## src/rtl/sprite_engine_if.sv

```systemverilog
// Game-logic / pixel-writer side of the sprite engine: move and bullet inputs, the
// respawn request, and the plot/ready pixel handshake with its coordinates and colour.
interface sprite_engine_if #(
    parameter int X_BITS = 8,
    parameter int Y_BITS = 7,
    parameter int C_BITS = 3
);
    logic              move_tick;
    logic              dir_up;
    logic [C_BITS-1:0] sprite_color;
    logic              bullet_valid;
    logic [X_BITS-1:0] bullet_x;
    logic [Y_BITS-1:0] bullet_y;
    logic              respawn;
    logic [X_BITS-1:0] spawn_x;
    logic [Y_BITS-1:0] spawn_y;
    logic              plot_ready;
    logic              plot;
    logic [X_BITS-1:0] x_out;
    logic [Y_BITS-1:0] y_out;
    logic [C_BITS-1:0] color_out;
    logic              busy;
    logic              alive;

    modport master (
        output move_tick, dir_up, sprite_color, bullet_valid, bullet_x, bullet_y,
               respawn, spawn_x, spawn_y, plot_ready,
        input  plot, x_out, y_out, color_out, busy, alive
    );

    modport slave (
        input  move_tick, dir_up, sprite_color, bullet_valid, bullet_x, bullet_y,
               respawn, spawn_x, spawn_y, plot_ready,
        output plot, x_out, y_out, color_out, busy, alive
    );
endinterface

```

## src/rtl/sprite_engine.sv

```systemverilog
// Single WxH sprite: erase / step / redraw on each move tick, erase-and-die on a bullet
// hit or on leaving past the top row, redraw at the spawn point on respawn.
module sprite_engine #(
    parameter int W      = 4,
    parameter int H      = 3,
    parameter int X_BITS = 8,
    parameter int Y_BITS = 7,
    parameter int C_BITS = 3,
    parameter int STEP   = 1,
    parameter int Y_MIN  = 1,
    parameter int Y_MAX  = 119 - H,
    parameter int X_INIT = 80,
    parameter int Y_INIT = 110,
    parameter int BW     = 4,
    parameter int BH     = 5
) (
    input logic           clk,
    input logic           resetn,
    sprite_engine_if.slave bus
);
    localparam int PXW = (W > 1) ? $clog2(W) : 1;
    localparam int PYW = (H > 1) ? $clog2(H) : 1;

    typedef enum logic [2:0] {
        S_INIT  = 3'd0,
        S_IDLE  = 3'd1,
        S_ERASE = 3'd2,
        S_MOVE  = 3'd3,
        S_DRAW  = 3'd4,
        S_KILL  = 3'd5,
        S_DEAD  = 3'd6
    } state_t;

    state_t            state_q, state_d;
    logic [X_BITS-1:0] pos_x_q, pos_x_d;
    logic [Y_BITS-1:0] pos_y_q, pos_y_d;
    logic [PXW-1:0]    px_q, px_d;
    logic [PYW-1:0]    py_q, py_d;
    logic              alive_q, alive_d;
    logic              dir_up_q, dir_up_d;

    logic [X_BITS:0]   sx_w_s, bx_w_s;
    logic [Y_BITS:0]   sy_w_s, by_w_s;
    logic              hit_s;
    logic [Y_BITS:0]   y_up_s, y_dn_s, y_new_s;
    logic              y_kill_s;
    logic              last_s;

    // Overlap test one bit wider than the coordinates so edge sums never wrap.
    assign sx_w_s = {1'b0, pos_x_q};
    assign bx_w_s = {1'b0, bus.bullet_x};
    assign sy_w_s = {1'b0, pos_y_q};
    assign by_w_s = {1'b0, bus.bullet_y};
    assign hit_s  = bus.bullet_valid
                 && (bx_w_s < sx_w_s + (X_BITS+1)'(W))
                 && (sx_w_s < bx_w_s + (X_BITS+1)'(BW))
                 && (by_w_s < sy_w_s + (Y_BITS+1)'(H))
                 && (sy_w_s < by_w_s + (Y_BITS+1)'(BH));

    assign y_up_s = sy_w_s - (Y_BITS+1)'(STEP);
    assign y_dn_s = sy_w_s + (Y_BITS+1)'(STEP);
    assign last_s = (px_q == PXW'(W - 1)) && (py_q == PYW'(H - 1));

    // Candidate y after one step; an underflowed up-move shows as the extra top bit set.
    always_comb begin
        y_new_s = y_dn_s;
        if (dir_up_q) begin
            y_new_s = y_up_s;
        end else if (y_dn_s > (Y_BITS+1)'(Y_MAX)) begin
            y_new_s = (Y_BITS+1)'(Y_MAX);
        end else begin
            y_new_s = y_dn_s;
        end
        y_kill_s = y_new_s[Y_BITS] || (y_new_s < (Y_BITS+1)'(Y_MIN));
    end

    // Next-state, position, scan index and alive-flag logic.
    always_comb begin
        state_d  = state_q;
        pos_x_d  = pos_x_q;
        pos_y_d  = pos_y_q;
        px_d     = px_q;
        py_d     = py_q;
        alive_d  = alive_q;
        dir_up_d = dir_up_q;
        case (state_q)
            S_INIT: state_d = S_DRAW;
            S_IDLE: begin
                if (hit_s) begin
                    state_d = S_KILL;
                    alive_d = 1'b0;
                end else if (bus.move_tick) begin
                    state_d  = S_ERASE;
                    dir_up_d = bus.dir_up;
                end else begin
                    state_d = S_IDLE;
                end
            end
            S_ERASE, S_DRAW, S_KILL: begin
                if (bus.plot_ready) begin
                    if (last_s) begin
                        px_d = '0;
                        py_d = '0;
                        case (state_q)
                            S_ERASE: state_d = S_MOVE;
                            S_DRAW:  state_d = S_IDLE;
                            default: state_d = S_DEAD;
                        endcase
                    end else if (px_q == PXW'(W - 1)) begin
                        px_d = '0;
                        py_d = py_q + PYW'(1);
                    end else begin
                        px_d = px_q + PXW'(1);
                    end
                end else begin
                    state_d = state_q;
                end
            end
            // A fatal step leaves pos untouched so KILL erases where the sprite last was.
            S_MOVE: begin
                if (y_kill_s) begin
                    state_d = S_KILL;
                    alive_d = 1'b0;
                end else begin
                    pos_y_d = y_new_s[Y_BITS-1:0];
                    state_d = S_DRAW;
                end
            end
            S_DEAD: begin
                if (bus.respawn) begin
                    pos_x_d = bus.spawn_x;
                    pos_y_d = bus.spawn_y;
                    alive_d = 1'b1;
                    state_d = S_DRAW;
                end else begin
                    state_d = S_DEAD;
                end
            end
            default: state_d = S_INIT;
        endcase
    end

    // State and datapath registers.
    always_ff @(posedge clk or negedge resetn) begin
        if (!resetn) begin
            state_q  <= S_INIT;
            pos_x_q  <= X_BITS'(X_INIT);
            pos_y_q  <= Y_BITS'(Y_INIT);
            px_q     <= '0;
            py_q     <= '0;
            alive_q  <= 1'b1;
            dir_up_q <= 1'b0;
        end else begin
            state_q  <= state_d;
            pos_x_q  <= pos_x_d;
            pos_y_q  <= pos_y_d;
            px_q     <= px_d;
            py_q     <= py_d;
            alive_q  <= alive_d;
            dir_up_q <= dir_up_d;
        end
    end

    assign bus.plot      = (state_q == S_ERASE) || (state_q == S_DRAW) || (state_q == S_KILL);
    assign bus.busy      = (state_q != S_IDLE) && (state_q != S_DEAD);
    assign bus.color_out = (state_q == S_DRAW) ? bus.sprite_color : C_BITS'(0);
    assign bus.x_out     = pos_x_q + X_BITS'(px_q);
    assign bus.y_out     = pos_y_q + Y_BITS'(py_q);
    assign bus.alive     = alive_q;
endmodule

```

## src/flat_wrapper.sv

```systemverilog
// flat-port wrapper written by rule: the top's interface ports become plain ports
module sprite_engine_flat 
#(
    parameter int W      = 4,
    parameter int H      = 3,
    parameter int X_BITS = 8,
    parameter int Y_BITS = 7,
    parameter int C_BITS = 3,
    parameter int STEP   = 1,
    parameter int Y_MIN  = 1,
    parameter int Y_MAX  = 119 - H,
    parameter int X_INIT = 80,
    parameter int Y_INIT = 110,
    parameter int BW     = 4,
    parameter int BH     = 5
)
  (clk, resetn, bus_move_tick, bus_dir_up, bus_sprite_color, bus_bullet_valid, bus_bullet_x, bus_bullet_y, bus_respawn, bus_spawn_x, bus_spawn_y, bus_plot_ready, bus_plot, bus_x_out, bus_y_out, bus_color_out, bus_busy, bus_alive);
  sprite_engine_if #(.X_BITS(X_BITS), .Y_BITS(Y_BITS), .C_BITS(C_BITS)) bus_i ();
  input logic clk;
  input logic resetn;
  input wire logic [$bits(bus_i.move_tick)-1:0] bus_move_tick;
  input wire logic [$bits(bus_i.dir_up)-1:0] bus_dir_up;
  input wire logic [$bits(bus_i.sprite_color)-1:0] bus_sprite_color;
  input wire logic [$bits(bus_i.bullet_valid)-1:0] bus_bullet_valid;
  input wire logic [$bits(bus_i.bullet_x)-1:0] bus_bullet_x;
  input wire logic [$bits(bus_i.bullet_y)-1:0] bus_bullet_y;
  input wire logic [$bits(bus_i.respawn)-1:0] bus_respawn;
  input wire logic [$bits(bus_i.spawn_x)-1:0] bus_spawn_x;
  input wire logic [$bits(bus_i.spawn_y)-1:0] bus_spawn_y;
  input wire logic [$bits(bus_i.plot_ready)-1:0] bus_plot_ready;
  output wire logic [$bits(bus_i.plot)-1:0] bus_plot;
  output wire logic [$bits(bus_i.x_out)-1:0] bus_x_out;
  output wire logic [$bits(bus_i.y_out)-1:0] bus_y_out;
  output wire logic [$bits(bus_i.color_out)-1:0] bus_color_out;
  output wire logic [$bits(bus_i.busy)-1:0] bus_busy;
  output wire logic [$bits(bus_i.alive)-1:0] bus_alive;
  assign bus_i.move_tick = bus_move_tick;
  assign bus_i.dir_up = bus_dir_up;
  assign bus_i.sprite_color = bus_sprite_color;
  assign bus_i.bullet_valid = bus_bullet_valid;
  assign bus_i.bullet_x = bus_bullet_x;
  assign bus_i.bullet_y = bus_bullet_y;
  assign bus_i.respawn = bus_respawn;
  assign bus_i.spawn_x = bus_spawn_x;
  assign bus_i.spawn_y = bus_spawn_y;
  assign bus_i.plot_ready = bus_plot_ready;
  assign bus_plot = bus_i.plot;
  assign bus_x_out = bus_i.x_out;
  assign bus_y_out = bus_i.y_out;
  assign bus_color_out = bus_i.color_out;
  assign bus_busy = bus_i.busy;
  assign bus_alive = bus_i.alive;
  sprite_engine #(.W(W), .H(H), .X_BITS(X_BITS), .Y_BITS(Y_BITS), .C_BITS(C_BITS), .STEP(STEP), .Y_MIN(Y_MIN), .Y_MAX(Y_MAX), .X_INIT(X_INIT), .Y_INIT(Y_INIT), .BW(BW), .BH(BH)) u_core (.clk(clk), .resetn(resetn), .bus(bus_i));
endmodule
```

## config.mk

```make
export PLATFORM = sky130hd
export DESIGN_NAME = sprite_engine_flat
export DESIGN_NICKNAME = d
export VERILOG_FILES = /design/src/rtl/sprite_engine_if.sv /design/src/rtl/sprite_engine.sv /design/src/flat_wrapper.sv
export SDC_FILE = /design/constraint.sdc
export NUM_CORES = 1
export LEC_CHECK = 0
export CORE_MARGIN = 3
export CORE_UTILIZATION = 47
export CTS_CLUSTER_DIAMETER = 50
export CTS_CLUSTER_SIZE = 28
export DETAILED_ROUTE_END_ITERATION = 6
export GPL_TIMING_DRIVEN = 0
export PLACE_DENSITY = 0.78
export SETUP_SLACK_MARGIN = 0.02
export SLEW_MARGIN = 20
export SYNTH_ARGS = -nofsm -noshare
export SYNTH_HDL_FRONTEND = slang
export SYNTH_SLANG_ARGS = --single-unit
```

## constraint.sdc

```tcl
create_clock -name clk -period 2.65 [get_ports clk]
set_input_delay 0.6625 -clock clk [delete_from_list [all_inputs] [get_ports clk]]
set_output_delay 0.6625 -clock clk [all_outputs]
set_load 0.01 [all_outputs]
```

Yosys cells after proc, flatten, opt, wreduce, memory -nomap -nowiden. Cells that the tools add are included.

Register bits: 24. Logic and storage cells: 83.

Muxes and demuxes: 22. Magnitude comparators: 6. $add $sub $neg: 10. Eq/ne operators: 16. Bitwise logic cells: 1. Reduce and logical (&&, ||, !) cells: 21.

Operators by type and width (count): adder 8 x 3 -> 9 bit, second input constant (2); less-than comparator 8 x 9 -> 1 bit (2); less-than comparator 7 x 8 -> 1 bit (2); 2-to-1 mux 8 bit (2); case mux 3 bit (5 select lines) (1); 2-to-1 mux 7 bit (2); case mux 7 bit (2 select lines) (1); 2-to-1 mux 2 bit (6); 2-to-1 mux 3 bit (4); equality test 3 bit, second input constant (3); AND reduction 3 bit (3); adder 7 x 1 -> 8 bit, second input constant (1); adder 7 x 2 -> 8 bit, second input constant (1); adder 7 x 3 -> 8 bit, second input constant (1); adder 8 x 2 -> 8 bit (1); > comparator 8 x 7 -> 1 bit, second input constant (1); less-than comparator 8 x 1 -> 1 bit, second input constant (1); subtractor 7 x 1 -> 8 bit, second input constant (1); adder 7 x 2 -> 7 bit (1); equality test 3 x 2 -> 1 bit, second input constant (2); logical AND 1 bit (6); inequality test 2 x 1 -> 1 bit, second input constant (3); inequality test 2 bit, second input constant (3); case mux 3 bit (2 select lines) (1); 15 further kinds (25).

Longest topological paths before layout.
Depth in word-level cells: 8. Gate-level depth with buffers: 13.

Worst setup path after synthesis. Ideal clock, no wire load.

Kind: input to register. Start point: input port bus_bullet_y[0]. End point: register u_core.dir_up_q. Slack: -0.346 ns. Required time: 2.523 ns. Arrival: 2.868 ns. Library setup time: 0.127 ns. Stages: 10. Cell sequence: ha_1 -> o21ai_0 -> xor2_1 -> ha_1 -> a21o_1 -> a2111oi_0 -> a311oi_1 -> nor4_2 -> nor4b_1 -> mux2_1.

Longest elaborated chain between the ends: 5.

Ends and longest elaborated chain: from (decl) (line flat_wrapper.sv:26) `input wire logic [$bits(bus_i.bullet_y)-1:0] bus_bullet_y;`; adder 7 x 3 -> 8 bit or less-than comparator 7 x 8 -> 1 bit (tied branches) (line sprite_engine.sv:58, sprite_engine.sv:57); less-than comparator 7 x 8 -> 1 bit or logical AND 1 bit (tied branches) (line sprite_engine.sv:58, sprite_engine.sv:57); logical AND 1 bit * (line sprite_engine.sv:58) `&& (sy_w_s < by_w_s + (Y_BITS+1)'(BH));`; NOT 1 bit (no source line) *; AND reduction 3 bit (no source line) *; to (signal assigned) (line sprite_engine.sv:160) `dir_up_q <= dir_up_d;`; to (decl) (line sprite_engine.sv:40) `logic dir_up_q, dir_up_d;`.

Every way passes the cells marked *; elsewhere a longest branch is shown, timed or not. A chain may end at the register's enable or synchronous reset.

Worst setup path in the final report.
Start point: register u_core.pos_y_q[1]. End point: register u_core.alive_q (netlist: u_core.bus.alive).

Longest elaborated chain between the ends: 8.

Ends and longest elaborated chain: from (decl) (line sprite_engine.sv:36) `logic [Y_BITS-1:0] pos_y_q, pos_y_d;`; from (signal assigned) (line sprite_engine.sv:148) `pos_y_q <= Y_BITS'(Y_INIT);`; from (signal assigned) (line sprite_engine.sv:156) `pos_y_q <= pos_y_d;`; adder 7 x 1 -> 8 bit (line sprite_engine.sv:61) `assign y_dn_s = sy_w_s + (Y_BITS+1)'(STEP);`; > comparator 8 x 7 -> 1 bit (line sprite_engine.sv:69) `end else if (y_dn_s > (Y_BITS+1)'(Y_MAX)) begin`; 2-to-1 mux 8 bit (line sprite_engine.sv:69); 2-to-1 mux 8 bit (line sprite_engine.sv:67) `if (dir_up_q) begin`; less-than comparator 8 x 1 -> 1 bit (line sprite_engine.sv:74) `y_kill_s = y_new_s[Y_BITS] || (y_new_s < (Y_BITS+1)'(Y_MIN));`; logical OR 1 bit (line sprite_engine.sv:74); inequality test 2 x 1 -> 1 bit (no source line); AND reduction 4 bit (no source line) *; to (signal assigned) (line sprite_engine.sv:159) `alive_q <= alive_d;`; to (decl) (line sprite_engine.sv:39) `logic alive_q, alive_d;`.

Marked as above.

==> results.ini <==
[cts]
cts.htree.levels = 1
max-clock-path-buffers = 2
numCtsBuffers = 3
cts_num_sinks = 24
path_clk_slew_ns = 0.09
cts_root_buffer = clkbuf_8
cts_tree = built
clock_latency_ns = 0.27
cts_hold_buffers = 0

[layout]
final_common_cell = clkdlybuf4s50_1
finish.instance_area_um2 = 4160
layout_common_cells = clkdlybuf4s50_1, ha_1, buf_4
nets = 488
fillCellCount = 397
diodes = 0
drive_gt1_frac = 0.344
area_growth_pct = 49.2

[sta]
final.setup.tns_ns = -0.845
grt_setup_unrepaired = yes
relSlewSlack = 0.623
setup_ws_ns = -0.173
finalMaxSlewViolations = 0
setup_viol = 7
skew_ns = 0.00364
worstMarginPinSlew_ns = 0.566
clock.fmax_mhz = 354
hold_viol_final = 0
fin_crit_ns = 2.82
fin_crit_sh = 1.07

[global_routing]
antenna_found_initial = 0
grt_pass1_wl_mm = 13.6
grt_pass1_vias = 2795
grt_overflow_total = 0
track_usage = 0.234
grt_max_degree = 25

[critical_path]
cp_top_family = compound AO/OA/AOI/OAI gates
critPathMaxFanout = 4
critPathMaxStageDelay_ns = 0.55
worstPathCellList = buf_6 -> inv_6 -> ha_4 -> nor2_4 -> xnor2_2 -> ha_1 -> a21o_1 -> a2111oi_4 -> o21ai_2 -> nor4_4 -> buf_4 -> buf_6 -> o21a_1 -> a21oi_2
r2r_setup_slack_ns = -0.17
start_kind = register
crit_top_cell = buf_6
regToRegStartpoint = u_core.pos_y_q[1]$_DFFE_PN1P_
r2r_end = u_core.bus.alive$_DFFE_PN1P_
critical_path.slowest_cell = dfstp_2
crit_required_ns = 2.84
cp-end-kind = register
arrival_ns = 3.01
worst_r2r_path_depth = 14
criticalPathCategory = register to register
crit_buf_inv = 4

[placement]
numPortBuffers = 60
place_area_um2 = 3530
hpwl_mm = 5.67
place_ws_ns = -1.11
place_congestion = 0.925

[floorplanning]
num_rows = 27
die-area_um2 = 6890
core_area_um2 = 5610
io_pins = 61
start_util = 0.497
fp.dieW_um = 83.0
die_h_um = 83.0

[routing]
drc = 0
routed_wl_mm = 8.51
wl_per_cell_um = 17.6
drt-pass1-iter-count = 6
first_iter_violations = 278
antenna_left = 0
vias = 2869
via_per_inst = 5.95

[synthesis]
postSynthCellCount = 315
synthesis.area_um2 = 2790
synth-edff-count = 0
ys_top_cells_by_area = ha_1, dfrtp_1, dfstp_2
ys_types = 61
syn_nets = 392
ys.flop_type = dfrtp_1
ys_ff_latch = 24
yosys.area.top_type = ha_1
syn_avg_cell_area_um2 = 8.84
synth-async-reset-ratio = 1.00
synth_top_area_frac = 0.157
ys_seq_area_frac = 0.219
ys_warn_count = 0

[status]
violations = setup timing
status = complete, but fails checks

[pwr]
power_leakage_nw = 1.81
p_per_area_nw_per_um2 = 635
pwr-share-seq = 0.214
p_clk_frac = 0.125
intPower_mw = 1.55
ir_drop_mv = 0.583
power.total_mw = 2.64
net-switching-power_mw = 1.09
p_comb_frac = 0.661
swShare = 0.413

[flow_run]
cap_viol_max_count = 0

[worst_hold_path]
worstHoldPathType = input pin to asynchronous set/reset pin

-- cells in the mapped netlist, types with 6 or more instances --
master    instances
nor3_1            7
nor2b_1           6
a21oi_1          16
nand2_1          19
nand3_1           8
xnor2_1          18
ha_1             35
xor2_1           17
inv_1            18
mux2_2            9
dfstp_2           8
nor2_1           25
nand2b_1         10
o21ai_0          11
dfrtp_1          16
-- through the flow --
stage          hold slack [ns]   util  std cells
2_1_floorplan            0.367      -        315
3_3_place_gp             0.517  0.629        447
3_5_place_dp             0.516  0.629        447
4_1_cts                  0.563  0.714        474
5_1_grt                  0.393  0.741        482
6_report                 0.372  0.741        482
-- registers in the layout (all words and copies together) (netlist names) --
register	cells
u_core.pos_y_q	7
u_core.px_q	2
u_core.bus.alive	1
u_core.dir_up_q	1
u_core.pos_x_q	8
u_core.state_q	3
u_core.py_q	2
-- final cells by class --
| type | count | area [um2] | area share |
|---|---|---|---|
| well taps | 72 | 90.1 | 0.0217 |
| clock buffers | 3 | 41.3 | 0.00994 |
| plain buffers | 10 | 92.6 | 0.0223 |
| clock inverters | 1 | 30.0 | 0.00723 |
| inverters | 18 | 75.1 | 0.0181 |
| multi-input cells | 262 | 2390 | 0.575 |
| repair buffers | 92 | 821 | 0.198 |
| flip-flops and latches | 24 | 616 | 0.148 |
-- power groups by stage --
stage / clock [mW] / combinational [mW] / sequential, mW
after floorplan: 0 / 0.893 / 0.549
after global placement: 0 / 1.36 / 0.582
after detailed placement: 0 / 1.38 / 0.583
after CTS: 0.332 / 1.61 / 0.558
after global routing: 0.349 / 1.90 / 0.576
final: 0.329 / 1.75 / 0.566
-- cell families (layout without fill, tap and decap cells) --
logic type                 after synthesis  count (layout)  synth area share
adders and majority gates               37              37             0.172
xor gates and xnor gates                35              35             0.110
and+or+nand+nor                        102             102             0.202
buffers and inverters                   29             124            0.0490
AOI/OAI and AO/OA                       70              70             0.174
muxes                                   18              18            0.0746
DFF                                     24              24             0.219
-- per-layer routing --
metal	global-route usage	vias up	share of wire
met5	0	-	0
met4	0.0431	0	0.024
met3	0.0308	32	0.067
met2	0.413	146	0.49
met1	0.305	1362	0.42
li1	-	1329	-
-- how the worst max path moves through the flow --
stage | start | endpoint | slack (ns) | cells after the start
final | u_core.pos_y_q[1]$_DFFE_PN1P_ | u_core.bus.alive$_DFFE_PN1P_ | -0.17 | 14
after global placement | bus_bullet_x[2] | u_core.dir_up_q$_DFFE_PN0P_ | -1.11 | 11
after global routing | u_core.pos_x_q[2]$_DFFE_PN0P_ | u_core.bus.alive$_DFFE_PN1P_ | -0.28 | 12
after detailed placement | bus_bullet_x[2] | u_core.dir_up_q$_DFFE_PN0P_ | -1.11 | 11
after CTS | u_core.pos_y_q[1]$_DFFE_PN1P_ | u_core.dir_up_q$_DFFE_PN0P_ | -0.25 | 12
after floorplan | u_core.pos_y_q[1]$_DFFE_PN1P_ | u_core.dir_up_q$_DFFE_PN0P_ | -0.21 | 12
-- repair_timing --
action | in CTS | in global routing
resized for setup | 93 | 52
pin swaps | 25 | 19
cloned | 0 | 0
hold endpoints to repair | 0 | 0
setup buffers | 25 | 8
endpoints found under the setup margin | 26 | 23
Power figures use the tool's default switching activity.
